`src/rtl/qif_pkg.sv`:
```
// Shared types and helpers for the QIF neuron scheduler.
// Optional feature macro: QIF_REFRACTORY_EN (per-neuron refractory counters).
package qif_pkg;

    // Scheduler FSM states; exposed on the scheduler's dbg_state port.
    typedef enum logic [2:0] {
        IDLE   = 3'd0,
        LOAD   = 3'd1,
        UPDATE = 3'd2,
        WRITE  = 3'd3,
        DONE   = 3'd4
    } qif_state_e;

    // Default membrane/bias width.
    localparam int QIF_VW = 8;

    // Clamp a signed value into the unsigned range [0, hi].
    function automatic int sat_clamp(input int value, input int hi);
        if (value < 0) begin
            return 0;
        end else if (value > hi) begin
            return hi;
        end
        return value;
    endfunction

endpackage

```
`src/rtl/qif_update.sv`:
```
// Shared QIF membrane-update datapath (purely combinational).
// V_next = sat(V + ((V*V) >> SQ_SHIFT) + B - LEAK), fire = V_next >= V_THRESH.
// Used under both settings of QIF_REFRACTORY_EN; refractory handling lives in the scheduler.
module qif_update
    import qif_pkg::*;
#(
    parameter int            VW       = QIF_VW,
    parameter int            SQ_SHIFT = 6,
    parameter logic [VW-1:0] V_THRESH = 8'd200,
    parameter logic [VW-1:0] LEAK     = 8'd1
) (
    input  logic [VW-1:0] v_i,
    input  logic [VW-1:0] b_i,
    output logic [VW-1:0] v_next_o,
    output logic          fire_o
);

    // Sum carries VW+2 magnitude bits plus a sign bit so the underflow and
    // overflow cases are both visible before clamping.
    localparam int SW = VW + 3;

    logic [2*VW-1:0]      sq_full;
    logic [2*VW-1:0]      sq_shr;
    logic [VW-1:0]        sq_sat;
    logic signed [SW-1:0] sum;

    // Quadratic term, pre-clamped to VW bits: any larger value already forces
    // the final result to saturate high, so clamping it early is exact.
    always_comb begin
        sq_full = {{VW{1'b0}}, v_i} * {{VW{1'b0}}, v_i};
        sq_shr  = sq_full >> SQ_SHIFT;
        sq_sat  = (sq_shr > {{VW{1'b0}}, {VW{1'b1}}}) ? {VW{1'b1}} : sq_shr[VW-1:0];
    end

    // Signed sum, saturation to [0, 2^VW-1], and threshold compare.
    always_comb begin
        sum      = $signed({3'b000, v_i}) + $signed({3'b000, sq_sat})
                 + $signed({3'b000, b_i}) - $signed(SW'(LEAK));
        v_next_o = VW'(sat_clamp(int'(sum), (1 << VW) - 1));
        fire_o   = (v_next_o >= V_THRESH);
    end

endmodule

```
`src/rtl/qif_neuron_scheduler.sv`:
```
// Time-multiplexes one qif_update datapath across N_NEURONS virtual neurons.
// Each step request sweeps i = 0..N-1 as LOAD -> UPDATE -> WRITE, then DONE.
// Handshake: step is sampled only while busy=0 (IDLE); busy stays high from
// the first LOAD through DONE, done is high for the single DONE cycle, and
// spikes takes the new sweep's flags at the edge that leaves DONE.
// Optional feature macro: QIF_REFRACTORY_EN (per-neuron refractory counters).
module qif_neuron_scheduler
    import qif_pkg::*;
#(
    parameter int            N_NEURONS = 4,
    parameter int            VW        = QIF_VW,
    parameter logic [VW-1:0] V_THRESH  = 8'd200,
    parameter logic [VW-1:0] V_RESET   = 8'd0,
    parameter int            SQ_SHIFT  = 6,
    parameter logic [VW-1:0] LEAK      = 8'd1,
    parameter int            IW        = $clog2(N_NEURONS)
`ifdef QIF_REFRACTORY_EN
    ,
    parameter int            REFRAC    = 3
`endif
) (
    input  logic                 clk,
    input  logic                 rst_n,
    input  logic                 step,
    input  logic                 cfg_we,
    input  logic [IW-1:0]        cfg_addr,
    input  logic [VW-1:0]        cfg_data,
    output logic                 busy,
    output logic                 done,
    output logic [N_NEURONS-1:0] spikes,
    output logic [VW-1:0]        v_mon,
    input  logic [IW-1:0]        mon_sel,
    output qif_state_e           dbg_state
);

    qif_state_e           state_q, state_d;
    logic [IW-1:0]        idx_q, idx_d;
    logic [VW-1:0]        v_q [N_NEURONS];
    logic [VW-1:0]        b_q [N_NEURONS];
    logic [VW-1:0]        opv_q, opb_q;
    logic [VW-1:0]        vnext_q;
    logic                 fire_q;
    logic [N_NEURONS-1:0] spike_acc_q;
    logic [N_NEURONS-1:0] spikes_q;
    logic [VW-1:0]        v_mon_q;
    logic [VW-1:0]        upd_vnext;
    logic                 upd_fire;
    logic [VW-1:0]        wr_v;
    logic                 wr_spike;

`ifdef QIF_REFRACTORY_EN
    localparam int RW = $clog2(REFRAC + 1);
    logic [RW-1:0] rc_q [N_NEURONS];
    logic [RW-1:0] rc_d;
`endif

    qif_update #(
        .VW       (VW),
        .SQ_SHIFT (SQ_SHIFT),
        .V_THRESH (V_THRESH),
        .LEAK     (LEAK)
    ) u_update (
        .v_i      (opv_q),
        .b_i      (opb_q),
        .v_next_o (upd_vnext),
        .fire_o   (upd_fire)
    );

    // FSM state and neuron index registers.
    always_ff @(posedge clk or negedge rst_n) begin
        if (!rst_n) begin
            state_q <= IDLE;
            idx_q   <= '0;
        end else begin
            state_q <= state_d;
            idx_q   <= idx_d;
        end
    end

    // Next-state logic: a step outside IDLE is dropped, never queued.
    always_comb begin
        state_d = state_q;
        idx_d   = idx_q;
        case (state_q)
            IDLE: begin
                if (step) begin
                    state_d = LOAD;
                    idx_d   = '0;
                end
            end
            LOAD:   state_d = UPDATE;
            UPDATE: state_d = WRITE;
            WRITE: begin
                if (idx_q == IW'(N_NEURONS - 1)) begin
                    state_d = DONE;
                end else begin
                    state_d = LOAD;
                    idx_d   = idx_q + 1'b1;
                end
            end
            DONE: begin
                state_d = IDLE;
                idx_d   = '0;
            end
            default: state_d = IDLE;
        endcase
    end

    // Operand latch in LOAD and result latch in UPDATE.
    always_ff @(posedge clk or negedge rst_n) begin
        if (!rst_n) begin
            opv_q   <= '0;
            opb_q   <= '0;
            vnext_q <= '0;
            fire_q  <= 1'b0;
        end else begin
            if (state_q == LOAD) begin
                opv_q <= v_q[idx_q];
                opb_q <= b_q[idx_q];
            end
            if (state_q == UPDATE) begin
                vnext_q <= upd_vnext;
                fire_q  <= upd_fire;
            end
        end
    end

    // Write-back value and spike flag for the neuron at idx_q.
    always_comb begin
        wr_v     = vnext_q;
        wr_spike = 1'b0;
`ifdef QIF_REFRACTORY_EN
        rc_d = rc_q[idx_q];
        if (rc_q[idx_q] != '0) begin
            wr_v = V_RESET;
            rc_d = rc_q[idx_q] - 1'b1;
        end else if (fire_q) begin
            wr_v     = V_RESET;
            wr_spike = 1'b1;
            rc_d     = RW'(REFRAC);
        end
`else
        if (fire_q) begin
            wr_v     = V_RESET;
            wr_spike = 1'b1;
        end
`endif
    end

    // Membrane array: updated only in WRITE for the current neuron.
    always_ff @(posedge clk or negedge rst_n) begin
        if (!rst_n) begin
            for (int i = 0; i < N_NEURONS; i++) v_q[i] <= V_RESET;
        end else if (state_q == WRITE) begin
            v_q[idx_q] <= wr_v;
        end
    end

    // Bias array: cfg writes land in any state; out-of-range indices drop.
    always_ff @(posedge clk or negedge rst_n) begin
        if (!rst_n) begin
            for (int i = 0; i < N_NEURONS; i++) b_q[i] <= '0;
        end else if (cfg_we && (int'(cfg_addr) < N_NEURONS)) begin
            b_q[cfg_addr] <= cfg_data;
        end
    end

`ifdef QIF_REFRACTORY_EN
    // Refractory counters: advanced once per sweep at the neuron's WRITE.
    always_ff @(posedge clk or negedge rst_n) begin
        if (!rst_n) begin
            for (int i = 0; i < N_NEURONS; i++) rc_q[i] <= '0;
        end else if (state_q == WRITE) begin
            rc_q[idx_q] <= rc_d;
        end
    end
`endif

    // Spike accumulator during the sweep; published to spikes in DONE.
    always_ff @(posedge clk or negedge rst_n) begin
        if (!rst_n) begin
            spike_acc_q <= '0;
            spikes_q    <= '0;
        end else begin
            if (state_q == WRITE) spike_acc_q[idx_q] <= wr_spike;
            if (state_q == DONE)  spikes_q <= spike_acc_q;
        end
    end

    // Registered membrane monitor; unmapped selects read as zero.
    always_ff @(posedge clk or negedge rst_n) begin
        if (!rst_n) begin
            v_mon_q <= '0;
        end else if (int'(mon_sel) < N_NEURONS) begin
            v_mon_q <= v_q[mon_sel];
        end else begin
            v_mon_q <= '0;
        end
    end

    assign busy      = (state_q != IDLE);
    assign done      = (state_q == DONE);
    assign spikes    = spikes_q;
    assign v_mon     = v_mon_q;
    assign dbg_state = state_q;

endmodule
```
`config.mk`:
```
export PLATFORM = sky130hd
export DESIGN_NAME = qif_neuron_scheduler
export DESIGN_NICKNAME = d
export VERILOG_FILES = /design/src/rtl/qif_pkg.sv /design/src/rtl/qif_update.sv /design/src/rtl/qif_neuron_scheduler.sv
export SDC_FILE = /design/constraint.sdc
export NUM_CORES = 1
export LEC_CHECK = 0
export ABC_AREA = 1
export CORE_ASPECT_RATIO = 1.5
export CORE_UTILIZATION = 45
export DETAILED_ROUTE_END_ITERATION = 10
export PLACE_DENSITY = 0.67
export SYNTH_ARGS = -nofsm -noshare
export SYNTH_HDL_FRONTEND = slang
export SYNTH_SLANG_ARGS = --single-unit
```
`constraint.sdc`:
```
create_clock -name clk -period 13.1 [get_ports clk]
set_clock_uncertainty 0.2 [all_clocks]
set_input_delay 2.62 -clock clk [delete_from_list [all_inputs] [get_ports clk]]
set_output_delay 2.62 -clock clk [all_outputs]
set_load 0.05 [all_outputs]
```
==> results.sh <==
export IMPL_netlist_instances=970
export IMPL_setup_violations=0
export IMPL_ys_warn_count=0
export IMPL_dieArea_um2=17400
export IMPL_cts_hold_buffers=0
export IMPL_netlist_area_um2=7600
export IMPL_wire_per_inst_um=14.4
export IMPL_drtPass1Iterations=4
export IMPL_cp_end_kind="register"
export IMPL_grt_max_degree=60
export IMPL_cts_max_path_buffers=2
export IMPL_path_class="reg -> reg"
export IMPL_status="finished, final reports clean"
export IMPL_hpwl_um=13200
export IMPL_r2r_end="fire_q"
export IMPL_async_reset_ff_frac=1.00
export IMPL_antenna_found_initial=0
export IMPL_synth_seq_cells=110
export IMPL_gp_congestion=0.877
export IMPL_clkTransAtPathRegs_ns=0.08
export IMPL_drc=0
export IMPL_ys_flop_type="dfrtp_1"
export IMPL_hp_start="spikes[0]"
export IMPL_viasPerCell=5.11
export IMPL_cpPeakStageDelay_ns=0.62
export IMPL_ys_types=44
export IMPL_coreArea_um2=16300
export IMPL_routed_via_count=6096
export IMPL_holdCritPathClass="reg -> reg"
export IMPL_slew_viol_final=0
export IMPL_overflow=0
export IMPL_cts_sinks=110
export IMPL_cts_buffers=9
export IMPL_arrival_ns=7.59
export IMPL_finalHoldViolations=0
export IMPL_grt_first_pass_wirelength_um=29300
export IMPL_setup_tns_final_ns=0
export IMPL_cp_slowest_cell="dfrtp_1"
export IMPL_start_kind="register"
export IMPL_synth_top_area_frac=0.362
export IMPL_rows=57
export IMPL_fillers=1605
export IMPL_rrSetupSlack_ns=5.56
export IMPL_routed_wl_um=17200
export IMPL_worstMarginPinSlew_ns=1.02
export IMPL_drtIter0Drc=302
export IMPL_diodes=0
export IMPL_cts_tree="built"
export IMPL_cts_setup_buffers=0
export IMPL_holdPathEnd="spikes[0]"
export IMPL_nNetsFinal=1084
export IMPL_slew_limit_headroom=0.318
export IMPL_maxCapViolations=0
export IMPL_hold_depth=2
export IMPL_yosysMostFrequentCell="nand2_1"
export IMPL_rsz0062_at_grt="no"
export IMPL_yosys_area_top_type="dfrtp_1"
export IMPL_drive_gt1_frac=0.0578
export IMPL_syn_avg_cell_area_um2=7.84
export IMPL_grt_usage=0.214
export IMPL_min_period_ns=7.54
export IMPL_synth_edff_count=0
export IMPL_seq_area_frac_synth=0.362
export IMPL_cts_htree_levels=3
export IMPL_critPathRequiredTime_ns=13.14
export IMPL_max_freq_ghz=0.133
export IMPL_ys_top_cells_by_count="nand2_1 (233), inv_1 (164), dfrtp_1 (110), o21ai_0 (90), ha_1 (61)"
export IMPL_rr_startpoint="opv_q[5]"
export IMPL_timing_final_crit_share=0.576
export IMPL_grt_pass1_vias=6194
export IMPL_die_w_um=108
export IMPL_synth_area_leaders="dfrtp_1 (36%), nand2_1 (12%), ha_1 (10%), inv_1 (8.1%), fa_1 (6.8%)"
export IMPL_numPortBuffers=32
export IMPL_start_util=0.465
export IMPL_pin_count=33
export IMPL_syn_num_nets=1073
export IMPL_cp_common_cell="nand2_1"
export IMPL_post_cts_resized=0
export IMPL_syn_to_final_growth_pct=10.4
export IMPL_rr_worst_depth=38
export IMPL_ctsRootBufferMaster="clkbuf_16"
export IMPL_clk_latency_ns=0.35
export IMPL_ant_nets=0
export IMPL_die_h_um=161
export IMPL_critPathMaxFanout=12
[cell type report]
class | count | area [um2] | area share
clock buffer | 10 | 239 | 0.0285
tap | 206 | 258 | 0.0307
timing repair buffer | 35 | 340 | 0.0406
inverter | 177 | 664 | 0.0792
clock inverter | 6 | 100 | 0.0119
multi-input combinational | 648 | 4040 | 0.481
sequential | 110 | 2750 | 0.328
[placed cells by master, fill, tap and decap left out, types with 8 or more instances in the layout]
cell             instances
o21ai_1                 18
o211ai_1                 8
nand2_1                233
dfrtp_1                110
xnor2_1                 10
inv_2                   12
ha_1                    61
o21ai_0                 90
a31oi_1                 10
a21oi_1                 58
o22ai_1                  8
inv_1                  164
nand3_1                 26
clkbuf_16                9
fa_1                    26
nor2_1                  49
xor2_1                  12
clkdlybuf4s50_1         31
[cell families after synthesis]
kind of cell    after synthesis  share of synthesized area
simple gates                337                      0.189
xor+xnor                     23                     0.0290
flops                       110                      0.362
buf+inv                     212                      0.108
compound gates              199                      0.140
fa+ha+maj                    87                      0.169
mux                           2                    0.00280
[sequential cells by signal, summed over array words and instances (netlist names)]
register and cells:
fire_q 1, v_mon 8, b_q 32, dbg_state 3
vnext_q 8, idx_q 2, opb_q 8, v_q 32
spike_acc_q 4, spikes 4, opv_q 8
[metrics by stage]
step	util	setup WS, ns	cell area (um2)	hold WS [ns]	cells
after global routing	0.514	4.93	8390	0.300	1192
final	0.514	5.56	8390	0.278	1192
after global placement	0.493	5.66	8050	0.259	1176
after CTS	0.514	5.56	8390	0.282	1192
after floorplan	-	6.13	7600	0.248	970
after detailed placement	0.493	5.56	8050	0.264	1176
[routing by layer]
| layer | GRT usage | vias to the layer above | share of wire |
|---|---|---|---|
| li1 | - | 3086 | - |
| met1 | 0.241 | 2874 | 0.40 |
| met2 | 0.395 | 99 | 0.54 |
| met3 | 0.0254 | 37 | 0.024 |
| met4 | 0.0965 | 0 | 0.036 |
| met5 | 0 | - | 0 |
[critical path, delay by kind of cell (launching register included)]
family	cells	cell delay, ns
compound gates	8	1.34
simple gates	14	1.21
buf+inv	6	0.36
xor+xnor	2	0.39
flops	1	0.62
fa+ha+maj	8	3.33
[worst max-delay path by stage]
| stage | from | to | depth (start not counted) |
|---|---|---|---|
| after floorplan | opv_q[5] | fire_q | 38 |
| after global placement | opv_q[1] | fire_q | 38 |
| after detailed placement | opv_q[5] | fire_q | 38 |
| after CTS | opv_q[5] | fire_q | 38 |
| after global routing | opv_q[5] | vnext_q[0] | 36 |
| final | opv_q[5] | fire_q | 38 |
Power is not shown: default switching activity piles up to over one toggle a cycle in this logic, so the estimate is an artifact.
==> RTL edit 1, RTL diff (config.mk and constraints unchanged) <==
Set the package constant `QIF_VW` to 10 (it was 8).
--- a/src/rtl/qif_pkg.sv
+++ b/src/rtl/qif_pkg.sv
@@ -14,3 +14,3 @@
     // Default membrane/bias width.
-    localparam int QIF_VW = 8;
+    localparam int QIF_VW = 10;
 
Interface: changed (resized cfg_data and v_mon); port bits go from 33 to 37. No check against the original RTL was run, so the function may have changed too.
==> RTL edit 1 against the original RTL <==
- setup slack worse by 1200 ps
- global-route usage increased by 2.4 points
- sequential cell count increased by 24
- cell area increased by 32%
- critical path depth increased by 2
- area after synthesis is 30% higher
- count of clock-buffer cells in the layout grew 8
- cell count up 34%
- routed wire length grew 46%
- critical path type unchanged
- critical endpoint unchanged
Power is not shown: default switching activity piles up to over one toggle a cycle in this logic, so the estimate is an artifact.
==> RTL edit 1: results (changes against the original RTL) <==
YS warnings: 0 (unchanged)
Placer Congestion: 0.948 (was 0.877)
fill cell count: 2176 (was 1605)
diode count: 0 (unchanged)
crit path DAT: 8830 ps (was 7590 ps)
Top Registers: b_q (40), v_q (40) (was b_q (32), v_q (32))
hold_sp: spikes[0] (unchanged)
post-CTS setup buffers: 0 (unchanged)
number of global-route vias before repair: 8572 (was 6194)
CP peak stage delay: 740 ps (was 620 ps)
worst hold path class: reg2reg (unchanged)
Post-synth ARST share: 100% (unchanged)
TritonRoute pass-1 iters: 5 (was 4)
cell count of the worst reg-to-reg path: 40 (was 38)
register area share after synthesis: 33.8% (was 36.2%)
Clock Latency Late Sink: 430 ps (was 350 ps)
vias per inst: 5.24 (was 5.11)
status: complete, no violations (unchanged)
post-synthesis net count: 1444 (was 1073)
worst hold stages: 2 (unchanged)
htree depth: 4 (was 3)
WHS Endpoint: spikes[0] (unchanged)
drt initial violations: 391 (was 302)
Reg clk slew, reported paths: 60 ps (was 80 ps)
port bufs: 36 (was 32)
Worst slew margin: 36.5% (was 31.8%)
reg2reg start: opv_q[1] (was opv_q[5])
r2r endpoint: fire_q (unchanged)
hold buffers post-CTS: 0 (unchanged)
Primary FF master, synth: dfrtp_1 (unchanged)
Slowest-stage cell, CP: dfrtp_1 (unchanged)
CTS Buf Count: 17 (was 9)
Synth cell types: 35 (was 44)
ranking of synthesized cells by area: dfrtp_1 (34%), nand2_1 (13%), ha_1 (10%) (was dfrtp_1 (36%), nand2_1 (12%), ha_1 (10%))
per-cell routed wire length: 15.8 µm (was 14.4 µm)
post-cts resize count: 0 (unchanged)
Placement Setup Slack: 4300 ps (was 5560 ps)
Final nets: 1456 (was 1084)
initial antenna violation count: 0 (unchanged)
first-pass GRT wire length: 41.2 mm (was 29.3 mm)
largest net degree at the start of global routing: 75 (was 60)
DP HPWL: 18.7 mm (was 13.2 mm)
GRT Overall Usage: 23.9% (was 21.4%)
Hold Slack: 277 ps (was 278 ps)
crit-path max FO: 15 (was 12)
synth cell count leaders: nand2_1 (338), inv_1 (206), o21ai_0 (148) (was nand2_1 (233), inv_1 (164), dfrtp_1 (110))
share of cells above drive strength 1: 4.17% (was 5.78%)
root buf cell: clkbuf_16 (unchanged)
dpl cell area: 10500 µm² (was 8050 µm²)
FF-to-FF setup slack: 4390 ps (was 5560 ps)
Clock Tree Buf Depth: 2 (unchanged)
-- RTL edit 1: cell types whose count changed after synthesis, moves of 11 or more --
cell	before	now
inv_1	164	206
clkbuf_1	27	47
fa_1	26	48
nor2_1	49	77
o21ai_0	90	148
o21ai_1	18	0
nand2_1	233	338
inv_2	12	1
dfrtp_1	110	134
ha_1	61	83
nand3_1	26	48
a21oi_1	58	76
-- RTL edit 1: per-stage QoR --
step           utilization [%]  instances
6_report                  51.2       1592
5_1_grt                   51.2       1592
4_1_cts                   51.2       1592
3_5_place_dp              48.4       1560
3_3_place_gp              48.4       1560
2_1_floorplan                -       1295
-- RTL edit 1: cell families after synthesis --
logic type	after synthesis	share of synthesized area [%]
compound gates	255	13.6
xor+xnor	29	2.56
simple gates	487	19.9
fa+ha+maj	131	20.2
flops	134	33.8
buf+inv	259	9.88
-- RTL edit 1: per-layer routing --
metal | GRT usage, % | vias to the layer above | part of all wire, %
li1 | - | 4120 | -
met1 | 24.3 | 3987 | 37
met2 | 46.4 | 170 | 56
met3 | 3.16 | 65 | 2.6
met4 | 11.3 | 0 | 4.1
met5 | 0 | - | 0
-- RTL edit 1: worst max-delay path by stage --
stage	from	endpoint	slack, ps	depth (start not counted)
after detailed placement	opv_q[1]	fire_q	4300	40
final	opv_q[1]	fire_q	4390	40
after CTS	opv_q[1]	fire_q	4320	40
after global routing	opv_q[1]	fire_q	3580	40
after floorplan	opv_q[1]	fire_q	5120	45
after global placement	opv_q[1]	fire_q	4440	40
-- RTL edit 1: critical path, delay by kind of cell (launching register included) --
family	cells	cell delay (ps)
AO/OA/AOI/OAI	3	400
XOR/XNOR	1	170
adder cells (fa/ha/maj)	9	3890
buffers and inverters	4	210
flip-flops	1	740
AND/OR/NAND/NOR	23	2980
-- RTL edit 1: area by class of cell --
class,count,share of cell area (%)
repair buffers,42,3.67
inverters,210,7.12
well taps,272,3.07
flip-flops and latches,134,30.3
clock inverters,14,1.57
multi-input cells,902,50.4
clock buffers,18,3.88
==> RTL edit 2, RTL diff (same flow settings) <==
Without the edit above. Register the input `cfg_data` before use, cleared by the reset. The logic sees it one clock later. The other inputs are not delayed to match.
--- a/src/rtl/qif_neuron_scheduler.sv
+++ b/src/rtl/qif_neuron_scheduler.sv
@@ -35,2 +35,12 @@
 
+    logic [VW-1:0] cfg_data_q;
+
+    always_ff @(posedge clk or negedge rst_n) begin
+        if (!rst_n) begin
+            cfg_data_q <= '0;
+        end else begin
+            cfg_data_q <= cfg_data;
+        end
+    end
+
     qif_state_e           state_q, state_d;
@@ -163,3 +173,3 @@
         end else if (cfg_we && (int'(cfg_addr) < N_NEURONS)) begin
-            b_q[cfg_addr] <= cfg_data;
+            b_q[cfg_addr] <= cfg_data_q;
         end
Formal check against the unedited RTL: not equivalent (Yosys sat finds a counterexample within 10 cycles, from zero or initial values and one cycle with rst_n low).
==> RTL edit 2 against the original RTL <==
- cell area is 5.7% higher
- maximum frequency is 1.1% higher
- area after synthesis is 3.1% higher
- highest routed layer unchanged
- setup slack better by 82 ps
- routed wire length is 1.1% higher
- via count is 4.1% higher
- worst hold slack better by 1.8 ps
- sequential cell count is 8 higher
Power is left out: the tool's default activity adds up to more than one toggle a clock period on the data nets, which glitch-free logic cannot reach.
==> RTL edit 2: results (changes against the original RTL) <==
status: complete, no violations (unchanged)
#MultiIn Comb: 664 (was 648)
reg2reg start: opv_q[3] (was opv_q[5])
clock buffers: 17 (was 10)
CP peak stage delay: 680 ps (was 620 ps)
Post-Route WL: 17.4 mm (was 17.2 mm)
Seq/total area: 33.3% (was 32.8%)
WHS Endpoint: spikes[1] (was spikes[0])
post-synthesis net count: 1096 (was 1073)
vias per inst: 5.14 (was 5.11)
Clock Latency Late Sink: 410 ps (was 350 ps)
critical path endpoint: vnext_q[4] (was fire_q)
Clock-cell share: 6.49% (was 4.04%)
per-cell routed wire length: 14.1 µm (was 14.4 µm)
htree depth: 4 (was 3)
Synth Area in XOR/XNOR: 2.46% (was 2.90%)
Placement Setup Slack: 5720 ps (was 5560 ps)
drt initial violations: 348 (was 302)
Placer Congestion: 0.909 (was 0.877)
GRT Overall Usage: 21.5% (was 21.4%)
fill cell count: 1637 (was 1605)
ranking of synthesized cells by area: dfrtp_1 (38%), nand2_1 (12%), ha_1 (9.7%) (was dfrtp_1 (36%), nand2_1 (12%), ha_1 (10%))
dpl cell area: 8290 µm² (was 8050 µm²)
fraction of area in multi-input gates: 45.9% (was 48.1%)
register area share after synthesis: 37.7% (was 36.2%)
hold_sp: spikes[1] (was spikes[0])
mux contribution to synthesized area: 0.271% (was 0.280%)
cell count of the worst reg-to-reg path: 37 (was 38)
Tmin final: 7460 ps (was 7540 ps)
adder-cell area share of the yosys netlist: 16.4% (was 16.9%)
-- RTL edit 2: changes by cell type after synthesis, sizes merged, moves of 2 or more --
cell / before / now
a21boi: 2 / 0
nand2: 238 / 252
o21bai: 2 / 5
o21ai: 109 / 111
nor3: 7 / 4
a21oi: 59 / 54
dfrtp: 110 / 118
buf: 8 / 6
nor2: 52 / 55
nand3: 28 / 31
-- RTL edit 2: cell families after synthesis --
family,count (synthesis)
simple gates,356
buf+inv,211
compound gates,197
mux,2
fa+ha+maj,87
xor+xnor,22
flops,118
-- RTL edit 2: per-layer routing --
layer,global-route usage (%),share of wire (%),vias to the layer above
li1,-,-,3174
met1,25.1,42,3005
met2,39.3,53,127
met3,2.59,2.7,38
met4,8.61,2.8,0
met5,0,0,-
-- RTL edit 2: worst register-to-register path: cells and delay by family (launching register included) --
family	cells	cell delay, ps
DFF	1	680
AOI/OAI and AO/OA	6	1000
buffers and inverters	6	380
xor gates and xnor gates	1	160
and+or+nand+nor	15	1320
adders and majority gates	9	3580
